--- config.mk ---
export PLATFORM = sky130hd
export DESIGN_NAME = csa_accum_seq
export DESIGN_NICKNAME = d
export VERILOG_FILES = /design/src/rtl/csa_pkg.sv /design/src/rtl/csa_3to2_stage.sv /design/src/rtl/csa_accum_seq.sv
export SDC_FILE = /design/constraint.sdc
export NUM_CORES = 1
export LEC_CHECK = 0
export ABC_CLOCK_PERIOD_IN_PS = 5100
export CAP_MARGIN = 25
export CORE_AREA = 2 2 77 79
export DETAILED_ROUTE_END_ITERATION = 10
export DIE_AREA = 0 0 79 81
export PLACE_DENSITY = 0.76
export SYNTH_ARGS = -nofsm -noshare
export SYNTH_HDL_FRONTEND = slang
export SYNTH_HIERARCHICAL = 1
export SYNTH_SLANG_ARGS = --single-unit
--- constraint.sdc ---
create_clock -name clk -period 5.1 [get_ports clk]
set_input_delay 0.51 -clock clk [delete_from_list [all_inputs] [get_ports clk]]
set_output_delay 0.51 -clock clk [all_outputs]
set_load 0.01 [all_outputs]
--- src/rtl/csa_pkg.sv ---
// Shared definitions for the carry-save accumulator sequencer.
package csa_pkg;

  // Sequencer states
  typedef enum logic [1:0] {
    ST_IDLE    = 2'd0,
    ST_ACCUM   = 2'd1,
    ST_RESOLVE = 2'd2,
    ST_OUTPUT  = 2'd3
  } state_t;

  // Default widths
  localparam int OP_W_DEF  = 11;
  localparam int ACC_W_DEF = 14;
  localparam int CNT_W_DEF = 4;

endpackage

--- src/rtl/csa_3to2_stage.sv ---
// Width-parameterised 3:2 compressor.
// sum = a ^ b ^ c. The carry is the bitwise majority shifted left by one.
// The majority bit that falls off the top is exported, so the caller can
// record the dropped weight-2^W carry.
module csa_3to2_stage #(
  parameter int W = 14
) (
  input  logic [W-1:0] a,
  input  logic [W-1:0] b,
  input  logic [W-1:0] c,
  output logic [W-1:0] sum,
  output logic [W-1:0] carry_shl,
  output logic         carry_msb
);

  logic [W-1:0] maj;

  // One full-adder cell per bit position
  generate
    for (genvar gi = 0; gi < W; gi++) begin : g_fa
      assign sum[gi] = a[gi] ^ b[gi] ^ c[gi];
      assign maj[gi] = (a[gi] & b[gi]) | (a[gi] & c[gi]) | (b[gi] & c[gi]);
    end
  endgenerate

  assign carry_shl = {maj[W-2:0], 1'b0};
  assign carry_msb = maj[W-1];

endmodule

--- src/rtl/csa_accum_seq.sv ---
// Carry-save accumulator sequencer.
// Operands are reduced one per cycle into a redundant (S, C) pair. When the
// group closes, a single carry-propagate add resolves the pair, and the result
// is held until downstream accepts it.
module csa_accum_seq
  import csa_pkg::*;
#(
  parameter int OP_W  = OP_W_DEF,
  parameter int ACC_W = ACC_W_DEF,
  parameter int CNT_W = CNT_W_DEF
) (
  input  logic             clk,
  input  logic             rst_n,
  input  logic             in_valid,
  output logic             in_ready,
  input  logic [OP_W-1:0]  in_data,
  input  logic             in_last,
  output logic             out_valid,
  input  logic             out_ready,
  output logic [ACC_W-1:0] out_data,
  output logic [CNT_W-1:0] out_count,
  output logic             overflow
);

  state_t state, state_next;

  logic [ACC_W-1:0] s_acc;
  logic [ACC_W-1:0] c_acc;
  logic [ACC_W-1:0] x_ext;
  logic [ACC_W-1:0] csa_sum;
  logic [ACC_W-1:0] csa_carry;
  logic             csa_msb;
  logic [ACC_W:0]   cpa;
  logic [CNT_W-1:0] count;
  logic             ovf_sticky;
  logic             accept;

  // Handshake flags decode from state only, so there is no combinational
  // path from in_valid or out_ready.
  assign in_ready  = (state == ST_IDLE) || (state == ST_ACCUM);
  assign out_valid = (state == ST_OUTPUT);
  assign accept    = in_valid && in_ready;
  assign out_count = count;

  assign x_ext = {{(ACC_W-OP_W){1'b0}}, in_data};

  csa_3to2_stage #(.W(ACC_W)) u_stage (
    .a         (s_acc),
    .b         (c_acc),
    .c         (x_ext),
    .sum       (csa_sum),
    .carry_shl (csa_carry),
    .carry_msb (csa_msb)
  );

  // Carry-propagate add. The extra top bit is the final carry out.
  assign cpa = {1'b0, s_acc} + {1'b0, c_acc};

  // State register
  always_ff @(posedge clk or negedge rst_n) begin
    if (!rst_n) state <= ST_IDLE;
    else        state <= state_next;
  end

  // Next-state logic
  always_comb begin
    state_next = state;
    case (state)
      ST_IDLE, ST_ACCUM: begin
        if (accept) state_next = in_last ? ST_RESOLVE : ST_ACCUM;
      end
      ST_RESOLVE: state_next = ST_OUTPUT;
      ST_OUTPUT:  if (out_ready) state_next = ST_IDLE;
      default:    state_next = ST_IDLE;
    endcase
  end

  // Datapath: accumulate on accept, resolve once, then clear after the result handshake
  always_ff @(posedge clk or negedge rst_n) begin
    if (!rst_n) begin
      s_acc      <= '0;
      c_acc      <= '0;
      count      <= '0;
      ovf_sticky <= 1'b0;
      out_data   <= '0;
      overflow   <= 1'b0;
    end else begin
      if (accept) begin
        s_acc      <= csa_sum;
        c_acc      <= csa_carry;
        ovf_sticky <= ovf_sticky | csa_msb;
        if (count != {CNT_W{1'b1}}) count <= count + 1'b1;
      end
      if (state == ST_RESOLVE) begin
        out_data <= cpa[ACC_W-1:0];
        overflow <= ovf_sticky | cpa[ACC_W];
      end
      if ((state == ST_OUTPUT) && out_ready) begin
        s_acc      <= '0;
        c_acc      <= '0;
        count      <= '0;
        ovf_sticky <= 1'b0;
      end
    end
  end

endmodule

# == After elaboration in Yosys (flattened, before gate mapping) ==
# Index checks and enable logic that the tools add are counted.
# op_classes
n_eq_ne,6
n_mux,13
n_reduce_logical,9
n_bitwise,85
addsub,2
# ops
operator,count
two-way mux 14 bit,4
bitwise AND 1 bit,36
bitwise XOR 1 bit,25
bitwise OR 1 bit,24
adder 14 x 14 -> 15 bit,1
two-way mux 4 bit,3
two-way mux 2 bit,3
one-hot mux 2 bit (3 select lines),1
adder 4 x 1 -> 4 bit (second input constant),1
== test 2 bit (second input constant),2
inequality test 4 bit (second input constant),1
AND reduction 2 bit,2
nonzero test 2 bit,2
== test 2 x 1 -> 1 bit (second input constant),1
logical AND 1 bit,2
zero test 2 bit,1
two-way mux 1 bit,2
inequality test 2 x 1 -> 1 bit (second input constant),1
inequality test 2 bit (second input constant),1
OR reduction 2 bit,1
logical OR 1 bit,1
# totals
inputBits,16
word_cells,122
ff_bits,50
out_inout_bits,21

# == Depth between registers and ports, before layout ==
# depth
ltp_word,5
depth_mapped,8
ltp_nobuf,8

# == Cells and area by module ==
# Netlist, hierarchy kept.
# by_module_without_submodules
mod,n_inst,area_each_um2,seq_area_each_um2,cells_each
csa_accum_seq,1,2628.8,1251.2,301
csa_3to2_stage,1,291.5,0.0,16

# == Worst setup path after synthesis ==
# Ideal clock, no wire load.
# synth_timing
path_kind,register to register
startpoint,register s_acc[0]
endpoint,register out_data[12]
path_stages_with_launch,9
arrival_ns,2.064
synth_period_minus_slack_ns,2.132
n_path_buf,0
setup_ns,0.069
t_required_ns,5.031
path_slack_ns,2.968
path_cell_list,dfrtp_1 -> ha_1 -> inv_1 -> fa_1 -> nand2b_1 -> a211oi_1 -> o211ai_1 -> or4_1 -> nand3_1
# synth_via
elab_chain_cells,1
# synth_rtl
element,line_no,text
start: declaration,csa_accum_seq.sv:27,logic [ACC_W-1:0] s_acc;
start signal: assignment,csa_accum_seq.sv:89,s_acc <= csa_sum;
adder 14 x 14 -> 15 bit,csa_accum_seq.sv:57,"assign cpa = {1'b0, s_acc} + {1'b0, c_acc};"
end signal: assignment,csa_accum_seq.sv:95,out_data <= cpa[ACC_W-1:0];
end: declaration,csa_accum_seq.sv:20,"output logic [ACC_W-1:0] out_data,"
# Every way passes these cells.
# A chain may end at the register's enable or synchronous reset.

# == Worst setup path after layout ==
# layout_timing
startpoint,input in_valid
endpoint,register count[3] (netlist: out_count[3])
# layout_via
elab_chain_cells,3
# layout_rtl
element,line_no,text
start: declaration,csa_accum_seq.sv:14,"input logic in_valid,"
logical AND 1 bit,csa_accum_seq.sv:42,assign accept = in_valid && in_ready;
nonzero test 2 bit (no source line),-,
AND reduction 2 bit (no source line),-,
end signal: assignment,csa_accum_seq.sv:92,if (count != {CNT_W{1'b1}}) count <= count + 1'b1;
end: declaration,csa_accum_seq.sv:34,logic [CNT_W-1:0] count;
# Every way passes these cells.

==> report_table.html <==
<table>
<tr><th>Metric</th><th>Value</th></tr>
<tr><th colspan="2">Yosys</th></tr>
<tr><td>Xor and xnor fraction of the mapped netlist area</td><td>0.0270</td></tr>
<tr><td>Async S/R FF share, synth</td><td>1.00</td></tr>
<tr><td>Multiplexer share of the synthesized area</td><td>0.00343</td></tr>
<tr><td>Syn Std Cell Area</td><td>2920 µm²</td></tr>
<tr><td>Leading register cell type out of synthesis</td><td>dfrtp_1</td></tr>
<tr><td>Number of enable flip-flop cells after synthesis</td><td>0</td></tr>
<tr><td>Synth Register Bits</td><td>50</td></tr>
<tr><td>Unique cell type count in the Yosys netlist</td><td>42</td></tr>
<tr><td>Combinational family with the most area after synthesis</td><td>simple AND/OR/NAND/NOR gates</td></tr>
<tr><td>Cell count after synthesis</td><td>317</td></tr>
<tr><td>Synth Area in Simple Gates</td><td>0.175</td></tr>
<tr><td>Adder and majority gate portion of the synthesized area</td><td>0.167</td></tr>
<tr><td>Compound-Gate Fraction of Synth Area</td><td>0.165</td></tr>
<tr><td>Avg Synthesized Cell Area</td><td>9.21 µm²</td></tr>
<tr><td>Count of yosys warnings during synthesis</td><td>6</td></tr>
<tr><td>Part of the Yosys area used for sequential elements</td><td>0.428</td></tr>
<tr><th colspan="2">Cells and area</th></tr>
<tr><td>Fraction of layout cells with a size suffix above 1</td><td>0.0400</td></tr>
<tr><td>Utilization after layout</td><td>0.605</td></tr>
<tr><td>Fillers</td><td>~500</td></tr>
<tr><td>Final cell count without fillers</td><td>425</td></tr>
<tr><td>Multi-input gate area</td><td>1590 µm²</td></tr>
<tr><td>Synth-to-Final Area Change</td><td>17.6%</td></tr>
<tr><td>Post-Layout Inst Area</td><td>between 3000 and 4000 µm²</td></tr>
<tr><td>Number of diodes</td><td>0</td></tr>
<tr><td>Net count reported at finish</td><td>395</td></tr>
<tr><td>Area used by sequential logic in the layout</td><td>1250 µm²</td></tr>
<tr><td>Most frequent cells in the layout</td><td>78 x nand2_1, 50 x dfrtp_1, 47 x a21oi_1</td></tr>
<tr><td>Most common cell after layout, fill and taps aside</td><td>nand2_1</td></tr>
<tr><th colspan="2">Route</th></tr>
<tr><td>WL per Instance</td><td>~14 µm</td></tr>
<tr><td>DRT antenna net count</td><td>0</td></tr>
<tr><td>Number of vias per cell</td><td>5.25</td></tr>
<tr><td>Routed wire length</td><td>5760 µm</td></tr>
<tr><td>Vias after detailed routing</td><td>approximately 2200</td></tr>
<tr><td>Number of DRC violations after detailed-routing iteration 0</td><td>124</td></tr>
<tr><td>Remaining DRCs</td><td>0</td></tr>
<tr><td>Drt first pass iters</td><td>4</td></tr>
<tr><th colspan="2">Timing</th></tr>
<tr><td>Share of the clock period used by the worst path after layout</td><td>0.472</td></tr>
<tr><td>Number of slew-limit violations in the final report</td><td>0</td></tr>
<tr><td>Worst Hold Slack</td><td>284 ps</td></tr>
<tr><td>Clock period minus worst slack</td><td>2410 ps</td></tr>
<tr><td>Skew final</td><td>11.2 ps</td></tr>
<tr><td>Achievable Freq</td><td>around 420 MHz</td></tr>
<tr><td>Slew at the pin closest to its max-slew limit</td><td>1080 ps</td></tr>
<tr><td>Minimum setup slack in the final design</td><td>about 2700 ps</td></tr>
<tr><td>Unrepaired setup endpoints after global routing</td><td>false</td></tr>
<tr><td>Final sum of negative setup slack</td><td>0 ps</td></tr>
<tr><td>Relative slew slack</td><td>0.281</td></tr>
<tr><td>Final setup violation count</td><td>0</td></tr>
<tr><td>Final Hold Vio Count</td><td>0</td></tr>
<tr><th colspan="2">Placement</th></tr>
<tr><td>Number of placed cells counting well taps</td><td>417</td></tr>
<tr><td>Hpwl dp</td><td>4140 µm</td></tr>
<tr><td>Cell area after placement</td><td>3340 µm²</td></tr>
<tr><td>Quantity of I/O buffers inserted on ports</td><td>36</td></tr>
<tr><td>Worst setup timing slack at the placement stage</td><td>2350 ps</td></tr>
<tr><td>Global placement routability congestion</td><td>0.774</td></tr>
<tr><th colspan="2">CTS</th></tr>
<tr><td>Num CTS Buffers</td><td>5</td></tr>
<tr><td>Clock tree from TritonCTS</td><td>done</td></tr>
<tr><td>Max Buffers Root-to-Sink</td><td>2</td></tr>
<tr><td>Clock root buffer</td><td>clkbuf_8</td></tr>
<tr><td>Clock-pin slew on the worst setup and hold paths</td><td>about 90 ps</td></tr>
<tr><td>CTS H-tree depth</td><td>2</td></tr>
<tr><td>Count of hold buffers inserted by post-cts repair</td><td>0</td></tr>
<tr><td>Clock latency of the later-clocked register in the worst-skew pair</td><td>310 ps</td></tr>
<tr><td>CTS-repair resized insts</td><td>0</td></tr>
<tr><td>Number of buffers added for setup after CTS</td><td>0</td></tr>
<tr><td>Clock Sink Count</td><td>50</td></tr>
<tr><th colspan="2">Min path</th></tr>
<tr><td>Class of the tightest hold or removal check</td><td>primary input to asynchronous set/reset pin</td></tr>
<tr><th colspan="2">Floorplan</th></tr>
<tr><td>Initial standard-cell utilization of the core</td><td>0.515</td></tr>
<tr><td>Die Area</td><td>6400 µm²</td></tr>
<tr><td>Vert. Die Dim</td><td>81 µm</td></tr>
<tr><td>Number of I/O pins</td><td>37</td></tr>
<tr><td>CORE AREA</td><td>approximately 5700 µm²</td></tr>
<tr><td>Std-Cell Rows</td><td>28</td></tr>
<tr><td>Chip width</td><td>79 µm</td></tr>
<tr><th colspan="2">Run status</th></tr>
<tr><td>Result of the run</td><td>finished clean</td></tr>
<tr><th colspan="2">Global route</th></tr>
<tr><td>Antenna violations before repair</td><td>0</td></tr>
<tr><td>Global-route congestion overflow total</td><td>0</td></tr>
<tr><td>Pin count of the biggest net entering global routing</td><td>51</td></tr>
<tr><td>Global-route wire length before repair</td><td>about 9900 µm</td></tr>
<tr><td>Vias in the first global route</td><td>2072</td></tr>
<tr><td>Aggregate global-route resource usage</td><td>0.199</td></tr>
<tr><th colspan="2">Worst setup path</th></tr>
<tr><td>Worst Path Class, Setup</td><td>primary input to flip-flop</td></tr>
<tr><td>Startpoint type of the worst setup path</td><td>primary input</td></tr>
<tr><td>Worst setup EP type</td><td>flip-flop</td></tr>
<tr><td>Reg2reg path depth</td><td>8</td></tr>
<tr><td>Worst path arrival time</td><td>about 2600 ps</td></tr>
<tr><td>Critical path launch point</td><td>in_valid</td></tr>
<tr><td>Worst reg2reg path endpoint</td><td>out_data[12]$_DFFE_PN0N_</td></tr>
<tr><td>Data required time of the worst path</td><td>about 5300 ps</td></tr>
<tr><td>Flop-to-flop setup slack</td><td>roughly 2700 ps</td></tr>
<tr><td>CP max FO</td><td>29</td></tr>
<tr><td>Origin of the critical flop-to-flop path</td><td>c_acc[0]$_DFFE_PN0P_</td></tr>
<tr><th colspan="2">Job</th></tr>
<tr><td># Max-Cap Violations</td><td>0</td></tr>
<tr><th colspan="2">Power</th></tr>
<tr><td>Leak Pwr</td><td>1.56 nW</td></tr>
<tr><td>Final Total Pwr</td><td>approximately 1.8 mW</td></tr>
<tr><td>Peak VDD IR</td><td>0.297 mV</td></tr>
<tr><td>Pwr dens</td><td>roughly 520 nW/µm²</td></tr>
</table>
-- cell usage after synthesis (2+ instances only) --
library cell	count	area, µm²
nand3_1	3	15.0
conb_1	2	7.51
o211ai_1	2	15.0
buf_1	3	11.3
xnor2_1	2	17.5
o21ai_0	13	65.1
o21a_1	2	15.0
a21oi_1	47	235
dfrtp_1	50	1250
clkbuf_1	10	37.5
inv_1	7	26.3
or3_1	2	12.5
nand4_1	7	43.8
a21o_1	3	22.5
nor2b_1	2	12.5
a31o_1	2	17.5
and2_1	2	12.5
nor2_1	14	52.6
a211o_1	2	17.5
ha_1	15	188
fa_1	15	300
a31oi_1	2	12.5
xor2_1	7	61.3
a211oi_1	2	15.0
nand2b_1	4	25.0
nor3_1	4	20.0
nand2_1	78	293
-- worst max path at each step --
stage	slack, ps	endpoint	cells past startpoint
after CTS	2690	out_count[3]$_DFFE_PN0P_	6
after global routing	2500	out_count[3]$_DFFE_PN0P_	6
after detailed placement	2350	out_count[3]$_DFFE_PN0P_	6
after floorplan	2970	out_data[12]$_DFFE_PN0N_	8
final	2690	out_count[3]$_DFFE_PN0P_	6
after global placement	2400	out_count[3]$_DFFE_PN0P_	6
-- final cells by class --
class,instances,area share
Multi-Input combinational cell,246,0.462
Sequential cell,50,0.364
Timing Repair Buffer,39,0.112
Tap cell,75,0.0273
Clock buffer,7,0.0251
Inverter,7,0.00765
Clock inverter,1,0.00146
-- registers in the layout, indices dropped and copies added, names as in the netlist --
name	flops
state	2
ovf_sticky	1
out_count	4
overflow	1
out_data	14
s_acc	14
c_acc	14
-- worst max-delay path: stages --
cell             delay (ps)
clkdlybuf4s50_1         530
nand2b_1                580
a31oi_1                 610
nand4_1                 170
xor2_1                  150
nor2_1                   50
-- logic make-up after synthesis --
logic type                 after synthesis
muxes                                    1
buffers and inverters                   23
adders and majority gates               30
xor gates and xnor gates                 9
other                                    2
and+or+nand+nor                        119
AOI/OAI and AO/OA                       83
DFF                                     50
-- report_power, final --
part	switching [mW]	internal (mW)	total [mW]
Combinational	0.477	0.395	0.872
Sequential	0.145	0.545	0.689
Clock	0.131	0.110	0.241
-- per-layer routing --
| layer | global-route usage | part of all wire | vias to the layer above | wire length [µm] |
|---|---|---|---|---|
| met3 | 0.0422 | 0.039 | 5 | 223 |
| met4 | 0.0517 | 0.012 | 0 | 67 |
| met2 | 0.307 | 0.45 | 42 | 2580 |
| li1 | - | - | 1139 | - |
| met1 | 0.288 | 0.50 | 1047 | 2880 |
| met5 | 0 | 0 | - | 0 |
(Power assumes the default switching activity.)
